`src/rtl/pmod_jstk_spi_responder.sv`:
```
`default_nettype none
// ============================================================================
// Module   : pmod_jstk_spi_responder
// Purpose  : SPI mode-0 peripheral that emulates a PmodJSTK joystick. Serves
//            a 5-byte X/Y/button frame on miso and captures the master's first
//            (command) byte to drive two emulated LEDs.
// Options  : define JSTK_RESP_STATS_EN to add ok_count/err_count frame counters
// Revision : 1.0 - initial release
// ============================================================================
module pmod_jstk_spi_responder #(
    parameter int SYNC_STAGES = 2,
    parameter int FRAME_BYTES = 5
) (
    input  logic        clk,
    input  logic        rst,
    input  logic        sclk,
    input  logic        ss,
    input  logic        mosi,
    output logic        miso,
    output logic        miso_oe,
    input  logic [9:0]  x_pos,
    input  logic [9:0]  y_pos,
    input  logic [2:0]  buttons,
    output logic [1:0]  led_ctl,
    output logic [7:0]  cmd_byte,
    output logic        frame_ok,
`ifdef JSTK_RESP_STATS_EN
    output logic [15:0] ok_count,
    output logic [15:0] err_count,
`endif
    output logic        frame_err
);

    localparam int                c_FRAME_BITS = FRAME_BYTES * 8;
    localparam int                c_CNT_W      = $clog2(c_FRAME_BITS + 1);
    localparam logic [c_CNT_W-1:0] c_CNT_FULL  = c_CNT_W'(c_FRAME_BITS);
    localparam logic [c_CNT_W-1:0] c_CNT_BYTE  = c_CNT_W'(7);

    typedef enum logic [0:0] {
        S_IDLE  = 1'b0,
        S_SHIFT = 1'b1
    } state_t;

    state_t                    r_state;
    logic [SYNC_STAGES-1:0]    r_sclk_sync;
    logic [SYNC_STAGES-1:0]    r_ss_sync;
    logic [SYNC_STAGES-1:0]    r_mosi_sync;
    logic                      r_sclk_prev;
    logic                      r_ss_prev;
    logic [c_CNT_W-1:0]        r_bit_cnt;
    logic [c_FRAME_BITS-2:0]   r_tx;
    logic [6:0]                r_rx;

    logic                      w_sclk;
    logic                      w_ss;
    logic                      w_mosi;
    logic                      w_sclk_rise;
    logic                      w_sclk_fall;
    logic                      w_ss_rise;
    logic                      w_ss_fall;
    logic [c_FRAME_BITS-1:0]   w_frame;

    assign w_sclk      = r_sclk_sync[SYNC_STAGES-1];
    assign w_ss        = r_ss_sync[SYNC_STAGES-1];
    assign w_mosi      = r_mosi_sync[SYNC_STAGES-1];
    assign w_sclk_rise =  w_sclk & ~r_sclk_prev;
    assign w_sclk_fall = ~w_sclk &  r_sclk_prev;
    assign w_ss_rise   =  w_ss   & ~r_ss_prev;
    assign w_ss_fall   = ~w_ss   &  r_ss_prev;

    // Byte 0 is sent first, MSB first; high X/Y bits and buttons are right-aligned
    assign w_frame = {x_pos[7:0], 6'b0, x_pos[9:8],
                      y_pos[7:0], 6'b0, y_pos[9:8],
                      5'b0, buttons};

    // Bring the SPI pins into the clk domain and keep a one-cycle history.
    // The ss chain resets low so a select already held low at reset release
    // never looks like a fresh falling edge.
    always_ff @(posedge clk or negedge rst) begin
        if (!rst) begin
            r_sclk_sync <= '0;
            r_ss_sync   <= '0;
            r_mosi_sync <= '0;
            r_sclk_prev <= 1'b0;
            r_ss_prev   <= 1'b0;
        end else begin
            r_sclk_sync <= {r_sclk_sync[SYNC_STAGES-2:0], sclk};
            r_ss_sync   <= {r_ss_sync[SYNC_STAGES-2:0],   ss};
            r_mosi_sync <= {r_mosi_sync[SYNC_STAGES-2:0], mosi};
            r_sclk_prev <= w_sclk;
            r_ss_prev   <= w_ss;
        end
    end

    // Frame FSM: snapshot on select, shift on sclk edges, report on deselect
    always_ff @(posedge clk or negedge rst) begin
        if (!rst) begin
            r_state   <= S_IDLE;
            r_bit_cnt <= '0;
            r_tx      <= '0;
            r_rx      <= '0;
            miso      <= 1'b0;
            miso_oe   <= 1'b0;
            led_ctl   <= 2'b00;
            cmd_byte  <= 8'h00;
            frame_ok  <= 1'b0;
            frame_err <= 1'b0;
        end else begin
            frame_ok  <= 1'b0;
            frame_err <= 1'b0;
            miso_oe   <= ~w_ss;
            case (r_state)
                S_IDLE: begin
                    miso <= 1'b0;
                    if (w_ss_fall) begin
                        r_tx      <= w_frame[c_FRAME_BITS-2:0];
                        miso      <= w_frame[c_FRAME_BITS-1];
                        r_bit_cnt <= '0;
                        r_state   <= S_SHIFT;
                    end
                end
                S_SHIFT: begin
                    // Deselect takes priority over any sclk edge in the same cycle
                    if (w_ss_rise) begin
                        miso    <= 1'b0;
                        r_state <= S_IDLE;
                        if (r_bit_cnt >= c_CNT_FULL) begin
                            frame_ok <= 1'b1;
                            if (cmd_byte[7]) begin
                                led_ctl <= cmd_byte[1:0];
                            end
                        end else begin
                            frame_err <= 1'b1;
                        end
                    end else begin
                        // Counter saturates at a full frame; extra clocks are ignored
                        if (w_sclk_rise && (r_bit_cnt != c_CNT_FULL)) begin
                            r_rx      <= {r_rx[5:0], w_mosi};
                            r_bit_cnt <= r_bit_cnt + 1'b1;
                            if (r_bit_cnt == c_CNT_BYTE) begin
                                cmd_byte <= {r_rx, w_mosi};
                            end
                        end
                        // Zeros shift in behind the frame, so miso idles low past the end
                        if (w_sclk_fall) begin
                            miso <= r_tx[c_FRAME_BITS-2];
                            r_tx <= {r_tx[c_FRAME_BITS-3:0], 1'b0};
                        end
                    end
                end
                default: begin
                    r_state <= S_IDLE;
                end
            endcase
        end
    end

`ifdef JSTK_RESP_STATS_EN
    // Free-running wrap-around counts of completed and aborted frames
    always_ff @(posedge clk or negedge rst) begin
        if (!rst) begin
            ok_count  <= 16'h0000;
            err_count <= 16'h0000;
        end else begin
            if (frame_ok) begin
                ok_count <= ok_count + 16'h0001;
            end
            if (frame_err) begin
                err_count <= err_count + 16'h0001;
            end
        end
    end
`else
    // Statistics counters are not built in this configuration
`endif

endmodule
`default_nettype wire

```
`config.mk`:
```
export PLATFORM = sky130hd
export DESIGN_NAME = pmod_jstk_spi_responder
export DESIGN_NICKNAME = d
export VERILOG_FILES = /design/src/rtl/pmod_jstk_spi_responder.sv
export SDC_FILE = /design/constraint.sdc
export NUM_CORES = 1
export LEC_CHECK = 0
export ABC_AREA = 1
export CAP_MARGIN = 15
export CORE_ASPECT_RATIO = 0.75
export CORE_MARGIN = 2
export CORE_UTILIZATION = 55
export DETAILED_ROUTE_END_ITERATION = 8
export PLACE_DENSITY = 0.88
export SYNTH_ARGS = -nofsm -noshare
export SYNTH_HDL_FRONTEND = slang
export SYNTH_SLANG_ARGS = --single-unit
```
`constraint.sdc`:
```
create_clock -name clk -period 1.7 [get_ports clk]
set_input_delay 0.255 -clock clk [delete_from_list [all_inputs] [get_ports clk]]
set_output_delay 0.255 -clock clk [all_outputs]
set_load 0.03 [all_outputs]
```
==> flow_summary.json <==
{
  "p_per_area_mw_per_mm2": 1220,
  "min_period_over_period_pct": 96.7,
  "netlist_area_mm2": 0.00349,
  "maxCapViolations": 0,
  "max_freq_mhz": 609,
  "slew_violations": 0,
  "clk_latency_ps": 340,
  "top_layer_used": "met4",
  "critPathKind": "reg -> out",
  "dp_hpwl_mm": 4.59,
  "critPathBufInv": 1,
  "grt_pass1_vias": 2447,
  "setup_viol": 0,
  "path_cells": "clkdlybuf4s50_1",
  "p_leak_nw": 2.05,
  "yosysWarnings": 0,
  "hold_class": "in -> reg",
  "grt_max_degree": 44,
  "max-slew-margin-rel_pct": 65.8,
  "nFillCells": 449,
  "grt_usage_pct": 22.4,
  "place_ws_ps": 82.2,
  "routed_via_density": 5.42,
  "cts_tree": "yes",
  "multi_input_area_mm2": 0.00139,
  "regArea_mm2": 0.00188,
  "synth.area.top_cells": "dfrtp_1 54%, nand2_1 12%, o21ai_2 8.8%",
  "skew_ps": 14.5,
  "ant_nets": 0,
  "first_iter_violations": 172,
  "crit_family": "buffers and inverters",
  "drt_first_pass_iters": 5,
  "portBuffers": 41,
  "fin_tns_setup_ps": 0,
  "row_count": 25,
  "antenna_found_initial": 0,
  "cpPeakStageDelay_ps": 680,
  "fin_util_pct": 67.6,
  "numCtsBuffers": 9,
  "worst_pin_slew_ps": 513,
  "status": "completed",
  "grt_overflow": 0,
  "met1_length_mm": 3.19,
  "die-area_mm2": 0.00700,
  "worstPathRequired_ps": 1440,
  "cp_data_arrival_time_ps": 1390,
  "cp-end-kind": "primary output",
  "drc": 0,
  "synthesis.nets": 380,
  "yosysTopAreaCell": "dfrtp_1",
  "ys_types": 27,
  "core_mm2": 0.00622,
  "drt_wl_total_mm": 7.26,
  "clock-sinks": 75,
  "finalPower_mw": 5.13,
  "cts_buffer_depth": 2,
  "cts-root-buf": "clkbuf_8",
  "rsz0062_at_grt": "false",
  "dieHeight_um": 73.0,
  "wl_per_cell_um": 15.1,
  "max-vdd-ir-drop_v": 0.000614,
  "worst_slack_ps": 56.8,
  "met3RoutedLength_um": 375,
  "die_x_um": 96.0,
  "gp_congestion": 0.793,
  "syn_avg_cell_area_um2": 9.97,
  "grt_pass1_wl_mm": 11.8,
  "vias": 2612,
  "area_growth_pct": 20.7,
  "wl_met2_mm": 3.52,
  "crit_fanout": 2,
  "async_flop_share_pct": 100,
  "final_nets": 426,
  "drive_gt1_share_pct": 20.4,
  "ys.flop_type": "dfrtp_1",
  "yosys_register_bits": 75,
  "crit_slowest_cell": "clkdlybuf4s50_1",
  "period_minus_slack_ps": 1640,
  "diodes": 0,
  "synth_edf_count": 0,
  "htree_levels": 3,
  "synth_top_area_share_pct": 53.8,
  "synthCells": 350,
  "ios": 42,
  "hold_violations": 0,
  "initial_utilization_pct": 56.1,
  "seq_area_frac_synth_pct": 53.8,
  "clkTransAtPathRegs_ps": 80,
  "cp-start-kind": "flop"
}
## cells in the mapped netlist, types with 2 or more instances
cell type	number
nor2_1	6
ha_1	2
o21ai_2	35
nand2_1	115
o21ai_0	12
inv_2	4
mux2i_1	17
nand2_2	2
nand2_8	2
nand3_1	23
nand4_1	5
buf_6	8
nand3_2	4
nand2_4	2
buf_8	2
buf_2	2
a21oi_1	2
inv_1	22
dfrtp_1	75
nor2_4	3
## path summary, 6_finish.rpt
check / startpoint / cells after the start / slack, ps / to
worst max-delay path: led_ctl[1]$_DFFE_PN0P_ / 1 / 60 / led_ctl[1]
worst min-delay path: mosi / 1 / 350 / r_mosi_sync[0]$_DFF_PN0_
worst max register to register: r_bit_cnt[0]$_DFFE_PN0P_ / 9 / 100 / r_bit_cnt[2]$_DFFE_PN0P_
worst min register to register: r_sclk_sync[0]$_DFF_PN0_ / 0 / 350 / r_sclk_sync[1]$_DFF_PN0_
max in group asynchronous: rst / 3 / 750 / r_tx[25]$_DFFE_PN0P_
min in group asynchronous: rst / 2 / 410 / frame_err$_DFF_PN0_
## metrics by stage
stage / cell area [um2] / hold WS [ps] / instances
after floorplan: 3490 / -40.6 / 350
after global placement: 3930 / 249 / 462
after detailed placement: 3930 / 253 / 462
after CTS: 4150 / 331 / 479
after global routing: 4210 / 329 / 482
final: 4210 / 345 / 482
## cell families after synthesis
| family | synth area share (%) |
|---|---|
| mux | 4.88 |
| fa+ha+maj | 0.717 |
| buf+inv | 7.06 |
| flops | 53.8 |
| compound gates | 11.3 |
| simple gates | 22.3 |
## flip-flops by register name, indices dropped and copies added (netlist names)
register,flops
r_ss_sync,2
frame_err,1
r_bit_cnt,6
r_ss_prev,1
r_rx,7
r_tx,39
frame_ok,1
r_sclk_prev,1
cmd_byte,8
r_sclk_sync,2
led_ctl,2
miso,1
miso_oe,1
r_state,1
r_mosi_sync,2
## what timing repair did
action	CTS	global route
gates resized for setup	0	7
endpoints found under the hold margin	36	0
setup endpoints to repair	0	26
setup buffers	0	2
hold buffers	1	0
## power breakdown
| part | leakage, nW | switching (mW) | internal, mW |
|---|---|---|---|
| Clock | 0.103 | 0.681 | 0.730 |
| Combinational | 0.967 | 0.720 | 0.526 |
| Sequential | 0.982 | 0.282 | 2.19 |
## cell type report
type / count / area share, %
clock buffer: 10 / 3.27
tap: 81 / 2.41
timing repair buffer: 49 / 12.6
multi-input combinational: 235 / 33.0
clock inverter: 6 / 1.72
inverter: 26 / 2.32
sequential: 75 / 44.6
## per-layer routing
layer,up-vias,GRT usage (%)
met2,80,33.2
met4,0,9.21
li1,1241,-
met1,1275,31.1
met5,-,0
met3,16,6.51
## placed cells by master, fill, tap and decap left out, types with 2 or more instances in the layout
cell type | synthesis | layout
ha_1 | 2 | 2
nand2_4 | 2 | 3
nand2_1 | 115 | 115
buf_4 | 1 | 4
inv_2 | 4 | 4
a21oi_1 | 2 | 2
nor2_1 | 6 | 6
nand4_1 | 5 | 5
inv_1 | 22 | 22
dlymetal6s2s_1 | 0 | 4
dfrtp_2 | 0 | 2
clkinv_4 | 0 | 3
o21ai_2 | 35 | 35
dfrtp_1 | 75 | 73
mux2i_1 | 17 | 17
nand2_8 | 2 | 3
nand3_1 | 23 | 23
buf_12 | 0 | 4
nor2_4 | 3 | 3
clkdlybuf4s50_1 | 0 | 36
nand3_2 | 4 | 4
o21ai_0 | 12 | 12
clkbuf_8 | 0 | 10
Power figures use the tool's default switching activity.
